===== src/rtl/fetch_queue_if.sv =====
// fetch_queue_if: instruction-memory and decode-side signals of the fetch queue
interface fetch_queue_if #(
  parameter int DEPTH = 4
);
  logic [31:0] iad;
  logic ireq;
  logic [31:0] idt;
  logic acki_n;
  logic redirect;
  logic [31:0] redirect_pc;
  logic id_ready;
  logic valid_out;
  logic [31:0] ir_out;
  logic [31:0] pc_out;
  logic [$clog2(DEPTH):0] count;
  modport master (
    input idt, acki_n, redirect, redirect_pc, id_ready,
    output iad, ireq, valid_out, ir_out, pc_out, count
  );
  modport slave (
    output idt, acki_n, redirect, redirect_pc, id_ready,
    input iad, ireq, valid_out, ir_out, pc_out, count
  );
endinterface


===== src/rtl/fetch_queue.sv =====
// fetch_queue: PC-tagged instruction prefetch queue feeding the IF-ID register
module fetch_queue #(
  parameter int DEPTH = 4,
  parameter logic [31:0] RESET_PC = 32'h0001_0000
) (
  input logic clk,
  input logic reset,
  fetch_queue_if.master bus
);
  localparam int AW = $clog2(DEPTH);
  localparam int CW = AW + 1;
  localparam logic [31:0] NOP = 32'h0000_0013;
  logic [31:0] r_fetch_pc;
  logic [AW-1:0] r_head, r_tail;
  logic [CW-1:0] r_count;
  logic [31:0] r_pc [DEPTH];
  logic [31:0] r_ir [DEPTH];
  logic w_ireq, w_valid, w_enq, w_deq;
  assign w_ireq = (r_count < CW'(DEPTH)) && !bus.redirect;
  assign w_valid = (r_count != '0) && !bus.redirect;
  assign w_enq = w_ireq && !bus.acki_n;
  assign w_deq = w_valid && bus.id_ready;
  assign bus.ireq = w_ireq;
  assign bus.valid_out = w_valid;
  assign bus.iad = r_fetch_pc;
  assign bus.ir_out = w_valid ? r_ir[r_head] : NOP;
  assign bus.pc_out = w_valid ? r_pc[r_head] : 32'h0;
  assign bus.count = r_count;
  // capture each accepted word together with the address it was fetched from
  always_ff @(posedge clk) begin
    if (w_enq) begin
      r_pc[r_tail] <= r_fetch_pc;
      r_ir[r_tail] <= bus.idt;
    end
  end
  // pointers, occupancy and fetch address; a redirect flushes and wins over everything
  always_ff @(posedge clk or posedge reset) begin
    if (reset) begin
      r_fetch_pc <= RESET_PC;
      r_head <= '0;
      r_tail <= '0;
      r_count <= '0;
    end else if (bus.redirect) begin
      r_fetch_pc <= bus.redirect_pc & ~32'h3;
      r_head <= '0;
      r_tail <= '0;
      r_count <= '0;
    end else begin
      if (w_enq) begin
        r_tail <= r_tail + 1'b1;
        r_fetch_pc <= r_fetch_pc + 32'd4;
      end
      if (w_deq) r_head <= r_head + 1'b1;
      r_count <= r_count + CW'(w_enq) - CW'(w_deq);
    end
  end
endmodule


===== src/flat_wrapper.sv =====
// flat-port wrapper written by rule: the top's interface ports become plain ports
module fetch_queue_flat 
#(
  parameter int DEPTH = 4,
  parameter logic [31:0] RESET_PC = 32'h0001_0000
)
  (clk, reset, bus_idt, bus_acki_n, bus_redirect, bus_redirect_pc, bus_id_ready, bus_iad, bus_ireq, bus_valid_out, bus_ir_out, bus_pc_out, bus_count);
  fetch_queue_if #(.DEPTH(DEPTH)) bus_i ();
  input logic clk;
  input logic reset;
  input wire logic [$bits(bus_i.idt)-1:0] bus_idt;
  input wire logic [$bits(bus_i.acki_n)-1:0] bus_acki_n;
  input wire logic [$bits(bus_i.redirect)-1:0] bus_redirect;
  input wire logic [$bits(bus_i.redirect_pc)-1:0] bus_redirect_pc;
  input wire logic [$bits(bus_i.id_ready)-1:0] bus_id_ready;
  output wire logic [$bits(bus_i.iad)-1:0] bus_iad;
  output wire logic [$bits(bus_i.ireq)-1:0] bus_ireq;
  output wire logic [$bits(bus_i.valid_out)-1:0] bus_valid_out;
  output wire logic [$bits(bus_i.ir_out)-1:0] bus_ir_out;
  output wire logic [$bits(bus_i.pc_out)-1:0] bus_pc_out;
  output wire logic [$bits(bus_i.count)-1:0] bus_count;
  assign bus_i.idt = bus_idt;
  assign bus_i.acki_n = bus_acki_n;
  assign bus_i.redirect = bus_redirect;
  assign bus_i.redirect_pc = bus_redirect_pc;
  assign bus_i.id_ready = bus_id_ready;
  assign bus_iad = bus_i.iad;
  assign bus_ireq = bus_i.ireq;
  assign bus_valid_out = bus_i.valid_out;
  assign bus_ir_out = bus_i.ir_out;
  assign bus_pc_out = bus_i.pc_out;
  assign bus_count = bus_i.count;
  fetch_queue #(.DEPTH(DEPTH), .RESET_PC(RESET_PC)) u_core (.clk(clk), .reset(reset), .bus(bus_i));
endmodule

===== config.mk =====
export PLATFORM = sky130hd
export DESIGN_NAME = fetch_queue_flat
export DESIGN_NICKNAME = d
export VERILOG_FILES = /design/src/rtl/fetch_queue_if.sv /design/src/rtl/fetch_queue.sv /design/src/flat_wrapper.sv
export SDC_FILE = /design/constraint.sdc
export NUM_CORES = 1
export LEC_CHECK = 0
export ABC_AREA = 0
export CORE_AREA = 2 2 200 202
export CTS_BUF_LIST = sky130_fd_sc_hd__clkbuf_4 sky130_fd_sc_hd__clkbuf_8
export DETAILED_ROUTE_END_ITERATION = 8
export DIE_AREA = 0 0 202 204
export HOLD_SLACK_MARGIN = 0.05
export PLACE_DENSITY = 0.53
export REMOVE_ABC_BUFFERS = 1
export SYNTH_ARGS = -nofsm -noshare
export SYNTH_HDL_FRONTEND = slang
export SYNTH_SLANG_ARGS = --single-unit
export TNS_END_PERCENT = 20

===== constraint.sdc =====
create_clock -name clk -period 3.6 [get_ports clk]
set_input_delay 0.54 -clock clk [delete_from_list [all_inputs] [get_ports clk]]
set_output_delay 0.54 -clock clk [all_outputs]
set_load 0.02 [all_outputs]

# After elaboration in Yosys (flattened, before gate mapping)
# Memories as Yosys holds them, arrays and structs flattened.
# Index checks and enable logic that the tools add are counted.
[classes]
n_addsub = 5
n_mul = 0
div_mod_pow = 0
order_cmp = 1
n_eq_ne = 0
shift = 0
mux = 11
bitwise = 0
reduce_logical = 9
[op_table]
columns = ["cell", "n"]
rows = [
  ["32-bit two-way mux", 4],
  ["32-bit by 3-bit adder with 32-bit output, second input constant", 1],
  ["2-bit two-way mux", 4],
  ["2-bit by 1-bit adder with 2-bit output, second input constant", 2],
  ["1-bit logical AND", 4],
  ["2-bit nonzero test", 2],
  ["3-bit by 1-bit adder with 3-bit output", 1],
  ["3-bit less-than comparator, second input constant", 1],
  ["3-bit two-way mux", 1],
  ["3-bit nonzero test", 1],
  ["3-bit by 1-bit subtractor with 3-bit output", 1],
  ["1-bit zero test", 2],
  ["1-bit two-way mux", 2],
]
[totals]
reg_bits = 39
latchBits = 0
ram_bits = 256
romBits = 0
inputBits = 69
out_inout_bits = 101
wordCells = 32
n_memories = 2
[mem_list]
columns = ["memory", "depth", "width", "rd", "rd_ports_with_merged_regs", "write_ports", "line_no", "rtl"]
rows = [
  ["u_core.r_ir", 4, 32, 1, 0, 1, "fetch_queue.sv:17", "logic [31:0] r_ir [DEPTH];"],
  ["u_core.r_pc", 4, 32, 1, 0, 1, "fetch_queue.sv:16", "logic [31:0] r_pc [DEPTH];"],
]

# Longest topological paths before layout
# Gate-level depths: netlist of the first run.
[depth]
depth_word = 6
depth_mapped = 11
ltp_nobuf = 10

# Worst setup path before layout of the first run
# OpenSTA, ideal clock, no wires.
[synth_path]
path_type = "reg-to-reg"
from = "reg u_core.r_count[2] (netlist: u_core.bus.count[2])"
to = "mem u_core.r_ir[0][0], enable pin"
setup_time_ns = 0.426
t_arrival_ns = 2.485
required_ns = 3.174
setup_slack_ns = 0.689
path_stages_with_launch = 4
n_path_buf = 1
synth_period_minus_slack_ns = 2.911
path_cell_list = "dfrtp_1 buf_6 nor3_1 and2_1"
[synth_via]
elab_chain_len = 5
[synth_lines]
columns = ["element", "line_no", "rtl"]
rows = [
  ["start, declared", "fetch_queue.sv:15", "logic [CW-1:0] r_count;"],
  ["start signal, assigned", "fetch_queue.sv:54", "r_count <= r_count + CW'(w_enq) - CW'(w_deq);"],
  ["3-bit less-than comparator", "fetch_queue.sv:19", "assign w_ireq = (r_count < CW'(DEPTH)) && !bus.redirect;"],
  ["1-bit logical AND", "fetch_queue.sv:19", ""],
  ["1-bit logical AND", "fetch_queue.sv:21", "assign w_enq = w_ireq && !bus.acki_n;"],
  ["1-bit two-way mux", "fetch_queue.sv:31", "if (w_enq) begin"],
  ["1-bit two-way mux (implied by the code)", "fetch_queue.sv:33", "r_ir[r_tail] <= bus.idt;"],
  ["end, declared", "fetch_queue.sv:17", ""],
]
# No other way between the ends.

# Worst setup path in the final report of the first run
[layout_path]
from = "reg u_core.r_head[0]"
to = "out bus_pc_out[11]"
[layout_via]
elab_chain_len = 2
[layout_lines]
columns = ["element", "line_no", "rtl"]
rows = [
  ["start, declared", "fetch_queue.sv:14", "logic [AW-1:0] r_head, r_tail;"],
  ["start signal, assigned", "fetch_queue.sv:53", "if (w_deq) r_head <= r_head + 1'b1;"],
  ["memory read 4 x 32 bit", "-", ""],
  ["32-bit two-way mux", "fetch_queue.sv:27", "assign bus.pc_out = w_valid ? r_pc[r_head] : 32'h0;"],
  ["end, declared", "flat_wrapper.sv:20", "output wire logic [$bits(bus_i.pc_out)-1:0] bus_pc_out;"],
]
# No other way between the ends.

==> results of run 1 <==
==> worst register-to-register path: stages, from the launching register on <==
cell	delay, ns
dfrtp_1	0.54
ha_1	0.19
or3b_1	0.50
or4_4	0.64
or4_1	0.53
a31oi_1	0.17
==> per-stage QoR <==
stage | util, % | cells | setup TNS, ns | cell area [sq um]
floorplan | - | 626 | -21.75 | 11500
global placement | 35.9 | 1343 | 0 | 14100
detailed placement | 35.9 | 1343 | 0 | 14100
CTS | 38.7 | 1436 | 0 | 15200
global route | 38.7 | 1436 | 0 | 15200
finish | 38.7 | 1436 | 0 | 15200
==> cell type report <==
type / instances / area [sq um] / share of cell area [%]
Timing Repair Buffer: 193 / 1950 / 12.8
Tap cell: 525 / 657 / 4.33
Inverter: 12 / 46.3 / 0.305
Sequential cell: 285 / 8380 / 55.2
Clock buffer: 69 / 850 / 5.60
Clock inverter: 23 / 235 / 1.55
Multi-Input combinational cell: 329 / 3060 / 20.1
==> power groups by stage <==
stage	Combinational [uW]	Clock [uW]	Sequential, uW
6_report	2080	3220	4030
5_1_grt	2260	3490	4060
4_1_cts	2140	3350	4030
3_5_place_dp	2090	0	4110
3_3_place_gp	2080	0	4100
2_1_floorplan	1020	0	4180
==> what timing repair did <==
item,4_1_cts,5_1_grt
endpoints found under the setup margin,45,18
setup buffers,1,0
hold endpoints to repair,0,0
resized for setup,1,2
==> routing by layer <==
layer  global-route usage [%]  vias to the layer above
met5                        0                        -
met3                     4.27                       41
met1                     19.1                     3360
met4                     4.46                        0
li1                         -                     3036
met2                     21.8                      206
==> cells by family (layout without fill, tap and decap cells) <==
group | after synthesis | in the layout | synth area share [%]
compound gates | 44 | 44 | 2.42
xor+xnor | 15 | 15 | 1.13
fa+ha+maj | 8 | 8 | 0.927
flops | 285 | 285 | 72.1
mux | 64 | 64 | 12.2
simple gates | 194 | 194 | 9.32
other cells | 1 | 4 | 0.0323
buf+inv | 49 | 297 | 1.83
==> sequential cells by signal, indices dropped and copies added, names as in the netlist <==
register	cells
u_core.r_head	2
u_core.r_pc	120
u_core.bus.count	3
u_core.r_tail	2
u_core.r_ir	128
u_core.bus.iad	30
==> placed cells by master, fill, tap and decap left out, drive strengths merged, types with 2 or more instances in the layout <==
cell | Yosys | final
and4 | 2 | 2
o311ai | 2 | 2
nor2b | 3 | 3
mux4 | 62 | 62
xnor2 | 10 | 10
o211ai | 5 | 5
nand3 | 10 | 10
or3 | 9 | 9
nor3 | 5 | 5
and2 | 63 | 63
nor2 | 22 | 22
a221o | 2 | 2
dfrtp | 36 | 36
conb | 1 | 4
or2 | 2 | 2
xor2 | 5 | 5
nor4 | 6 | 6
bufinv | 0 | 5
clkinvlp | 0 | 2
clkbuf | 23 | 69
nand2 | 37 | 37
edfxtp | 248 | 248
inv | 12 | 11
nand4 | 15 | 15
clkdlybuf4s50 | 0 | 162
o21ai | 18 | 18
a31oi | 7 | 7
or4 | 13 | 13
o31ai | 5 | 5
a21oi | 2 | 2
and3 | 4 | 4
clkinv | 0 | 17
buf | 14 | 31
ha | 7 | 7
==> worst max path at each step <==
stage / start / endpoint / slack [ns] / cells past startpoint
after floorplan: u_core.r_head[0] / bus_ir_out[0] / -0.52 / 2
after global placement: bus_acki_n / u_core.bus.iad[22] / 0.61 / 5
after detailed placement: bus_acki_n / u_core.bus.iad[22] / 0.60 / 5
after CTS: u_core.bus.count[1] / bus_pc_out[8] / 0.01 / 6
after global routing: u_core.bus.count[1] / bus_pc_out[7] / 0.02 / 6
final: u_core.r_head[0] / bus_pc_out[11] / 0.22 / 4
==> metrics, run 1 <==
status=finished clean; CTS Buf Count=just over 50; IO Count=170; via count=around 6.6k; antenna violations before repair=0; Cell Int Power=around 6800 uW; Setup WS post-layout=~0.22 ns; Met3 Wirelength=between 1500 and 2000 um; Starting Density=29.6%; top cells by area, synth=edfxtp_1 64%, mux4_2 12%, dfrtp_1 7.8%; ys flop type=edfxtp_1; Avg Cell Area, Syn=17.6 sq um; Post-Synthesis Cells=660; worst skew pair latency=around 0.6 ns; Setup crit start kind=flip-flop; FF-to-FF path depth=5; Clock Power Share=around a third; Area growth syn-to-layout=30.7%; DRT iter0 DRCs=~320; GRT Overall Usage=14.1%; WHS=around 0.28 ns; dominant delay contributor by cell family on the critical path=buffers and inverters; final setup vio count=0; CTS tree=done; clk sinks=285; GPL Wtd Cong=0.764; CP required=slightly above 3 ns; f_max=between 200 and 300 MHz; cts-stage hold buffer count=0; fill count=roughly 3.6k; WL per Instance=around 20 um; Reg2Reg Setup Slack=between 0.9 and 1 ns; first-pass GRT wire length=roughly 43000 um; n_diodes=0; Psw=around 2600 uW; CP Class=reg -> out; register area share after synthesis=between 70 and 80%; PD cells=615 nW/um^2; RSZ-0062 raised after global routing=no; crit-path max FO=12; Final Routed Wirelength=~29000 um; Seq cells post-synth=285; Crit-path slowest cell=dfrtp_4; Hold Path Class=in -> async; combinational power share=approximately 22%; Chip Height=roughly 200 um; CP Data Arrival Time=2.84 ns; Final Cycle Share=roughly 94%; post-place setup slack=roughly 0.60 ns; DRT Pass-1 Iters=4; Clock Path Buffers=3; fraction of layout cells with a size suffix above 1=a little over a fifth; Clk Tree Root Cell=clkbuf_8; capture point of the worst reg-to-reg path=u_core.bus.iad[22]; top layer in use=met4; H-tree Lvls=2; GR Overflow Total=0; ys async rst share=13.0%; max_cap viols=0; min Tclk post-route=3.38 ns; Worst-path clk slew=approximately 0.060 ns; slew margin rel.=50.5%; crit-path cells=buf_4, mux4_2, and2_1, clkdlybuf4s50_1; # DRC=0; Synth area leader=edfxtp_1; synth cell count leaders=248 x edfxtp_1, 63 x and2_1, 62 x mux4_2, 37 x nand2_1, 36 x dfrtp_1; worst r2r src=u_core.bus.iad[2]; register share of total power=43.2%; Design Power=roughly 9300 uW; post-synth cell types=44; post-synth top area share=approximately 64%; Die ar.=41200 sq um; vias in the first global route=slightly below 7k; buffers added on ports=between 150 and 200; P_leak=approximately 0.0050 uW; CP Buf/Inv Count=2; Post-synth EDFFs=between 200 and 250; FP Rows=73; YS warnings=0; Final Max Tran Viols=0; largest net degree at the start of global routing=40; Antenna Nets Post-Route=0; Post-Synthesis Cell Area=around 12000 sq um; Crit path largest cell delay=between 0.6 and 0.7 ns; metal2 WL=approximately 13000 um; met1 wire length=around 13000 um; Fin. Hold Viols=0; Die Wd=just over 200 um; top-count cell post-synth=edfxtp_1; core area=slightly below 40000 sq um; skew final=0.0207 ns; Setup crit end kind=output pin; Worst Tran Pin Value=about 0.74 ns; peak supply drop=0.317 mV; dpl hpwl=approximately 18000 um; Nets=949; vias per inst=roughly 4.6; Sw Share=~27%
Note: power is estimated with default switching activity, not from simulation.
==> inputs of run 2 (changes only) <==
- CTS_CLUSTER_DIAMETER: default -> 60
==> run 2 against run 1 <==
  * Register-to-register slack about the same
  * Total power decreased by 1.4%
  * Clock skew decreased by 0.0032 ns
  * Routed wire length decreased by 0.54%
  * Combinational power about the same
  * Die area unchanged
  * Maximum frequency increased by 0.78%
  * Critical endpoint is now bus_pc_out[25]
==> metrics, run 2 (synthesis results as in run 1) <==
Reg2Reg Setup Slack=around 0.96 ns; buffers added on ports=roughly 160; Hold Path Class=in -> async; n_diodes=0; capture point of the worst reg-to-reg path=u_core.bus.iad[22]; CP Depth=6; GR Overflow Total=0; clk sinks=~290; Worst Tran Pin Value=0.734 ns; worst skew pair latency=~0.60 ns; CTS Buf Count=51; largest net degree at the start of global routing=40; Fin. Hold Viols=0; GPL Wtd Cong=0.764; dpl hpwl=18300 um; fraction of layout cells with a size suffix above 1=about 21%; Worst-path clk slew=roughly 0.060 ns; Clock Path Buffers=3; GRT Overall Usage=14.0%; PD cells=608 nW/um^2; first-pass GRT wire length=around 43000 um; dominant delay contributor by cell family on the critical path=buffers and inverters; Die Wd=a little over 200 um; Final Cycle Share=between 90% and 100%; register bank with the most flops=u_core.r_ir; Largest register FFs=between 100 and 150; worst r2r src=u_core.bus.iad[2]; CP Buf/Inv Count=3; core area=39200 sq um; crit-path cells=nor3_4, or2_2, clkinv_2, buf_12, and2_1, clkdlybuf4s50_1; CP required=between 3 and 4 ns; Placed Instance Area=between 10000 and 15000 sq um; FF-to-FF path depth=5; slew margin rel.=roughly 50%; via count=roughly 6.6k; skew final=between 0.015 and 0.02 ns; status=finished clean; final setup vio count=0; Critical path origin=u_core.bus.count[1]; DRT Pass-1 Iters=8; Chip Height=about 200 um; Crit-path slowest cell=clkdlybuf4s50_1; vias in the first global route=just under 7k; WHS=approximately 0.27 ns; RSZ-0062 raised after global routing=no; most frequent cells in the layout=248 x edfxtp_1, 162 x clkdlybuf4s50_1, 62 x mux4_2; Antenna Nets Post-Route=0; max_cap viols=0; final instance area=15100 sq um; Crit path largest cell delay=between 0.5 and 0.6 ns; peak supply drop=between 0.3 and 0.4 mV; Nets=949; commonest non-fill, non-tap cell in the layout=edfxtp_1; Setup crit end kind=output pin; DRT iter0 DRCs=302; Final Max Tran Viols=0; antenna violations before repair=0; Area growth syn-to-layout=30.3%; min Tclk post-route=about 3.4 ns; Clk Tree Root Cell=clkbuf_8; CP Data Arrival Time=between 2 and 3 ns; vias per inst=approximately 4.6; WL per Instance=between 15 and 20 um; Starting Density=29.6%; Setup crit start kind=flip-flop; H-tree Lvls=2; IO Count=170; crit-path max FO=26; CP Class=reg -> out; f_max=~300 MHz; CTS tree=done; FP Rows=73; Die ar.=slightly above 40000 sq um; # DRC=0; P_leak=0.00499 uW; Final Routed Wirelength=~29000 um
-- run 2: timing repair --
action,4_1_cts,5_1_grt
gates resized for setup,2,2
buffers inserted,0,1
pin swaps,0,0
setup endpoints to repair,15,21
hold buffers,0,0
-- run 2: final cells by class --
type,count,area [sq um]
tap,525,657
inverter,12,46.3
sequential,285,8380
timing repair buffer,193,1950
fill,3660,24100
clock inverter,16,143
clock buffer,75,895
multi-input combinational,329,3060
-- run 2: stage by stage --
step                      util, %  total power, uW  worst slack, ns  TNS (ns)  std cells
after floorplan                 -             5200           -0.523    -21.75        626
after global placement       35.9             6190            0.609         0       1343
after detailed placement     35.9             6200            0.600         0       1343
after CTS                    38.6             9350           0.0232         0       1434
after global routing         38.6             9670           0.0373         0       1435
final                        38.6             9190            0.244         0       1435
-- run 2: worst max-delay path by stage --
stage                               endpoint  slack (ns)
after floorplan                bus_ir_out[0]       -0.52
after global placement    u_core.bus.iad[22]        0.61
after detailed placement  u_core.bus.iad[22]        0.60
after CTS                      bus_pc_out[8]        0.02
after global routing           bus_pc_out[7]        0.04
final                         bus_pc_out[25]        0.24
-- run 2: per-layer routing --
layer / up-vias / track usage, % / wire [um]
met5: - / 0 / 0
met4: 0 / 5.20 / 654
met3: 52 / 3.60 / 1670
met2: 189 / 21.9 / 13100
met1: 3349 / 18.8 / 13200
li1: 3032 / - / -
-- run 2: where the power goes --
group          switching [uW]  leakage [uW]  internal, uW
Sequential                196       0.00270          3830
Combinational            1030       0.00174          1060
Clock                    1290      0.000552          1790
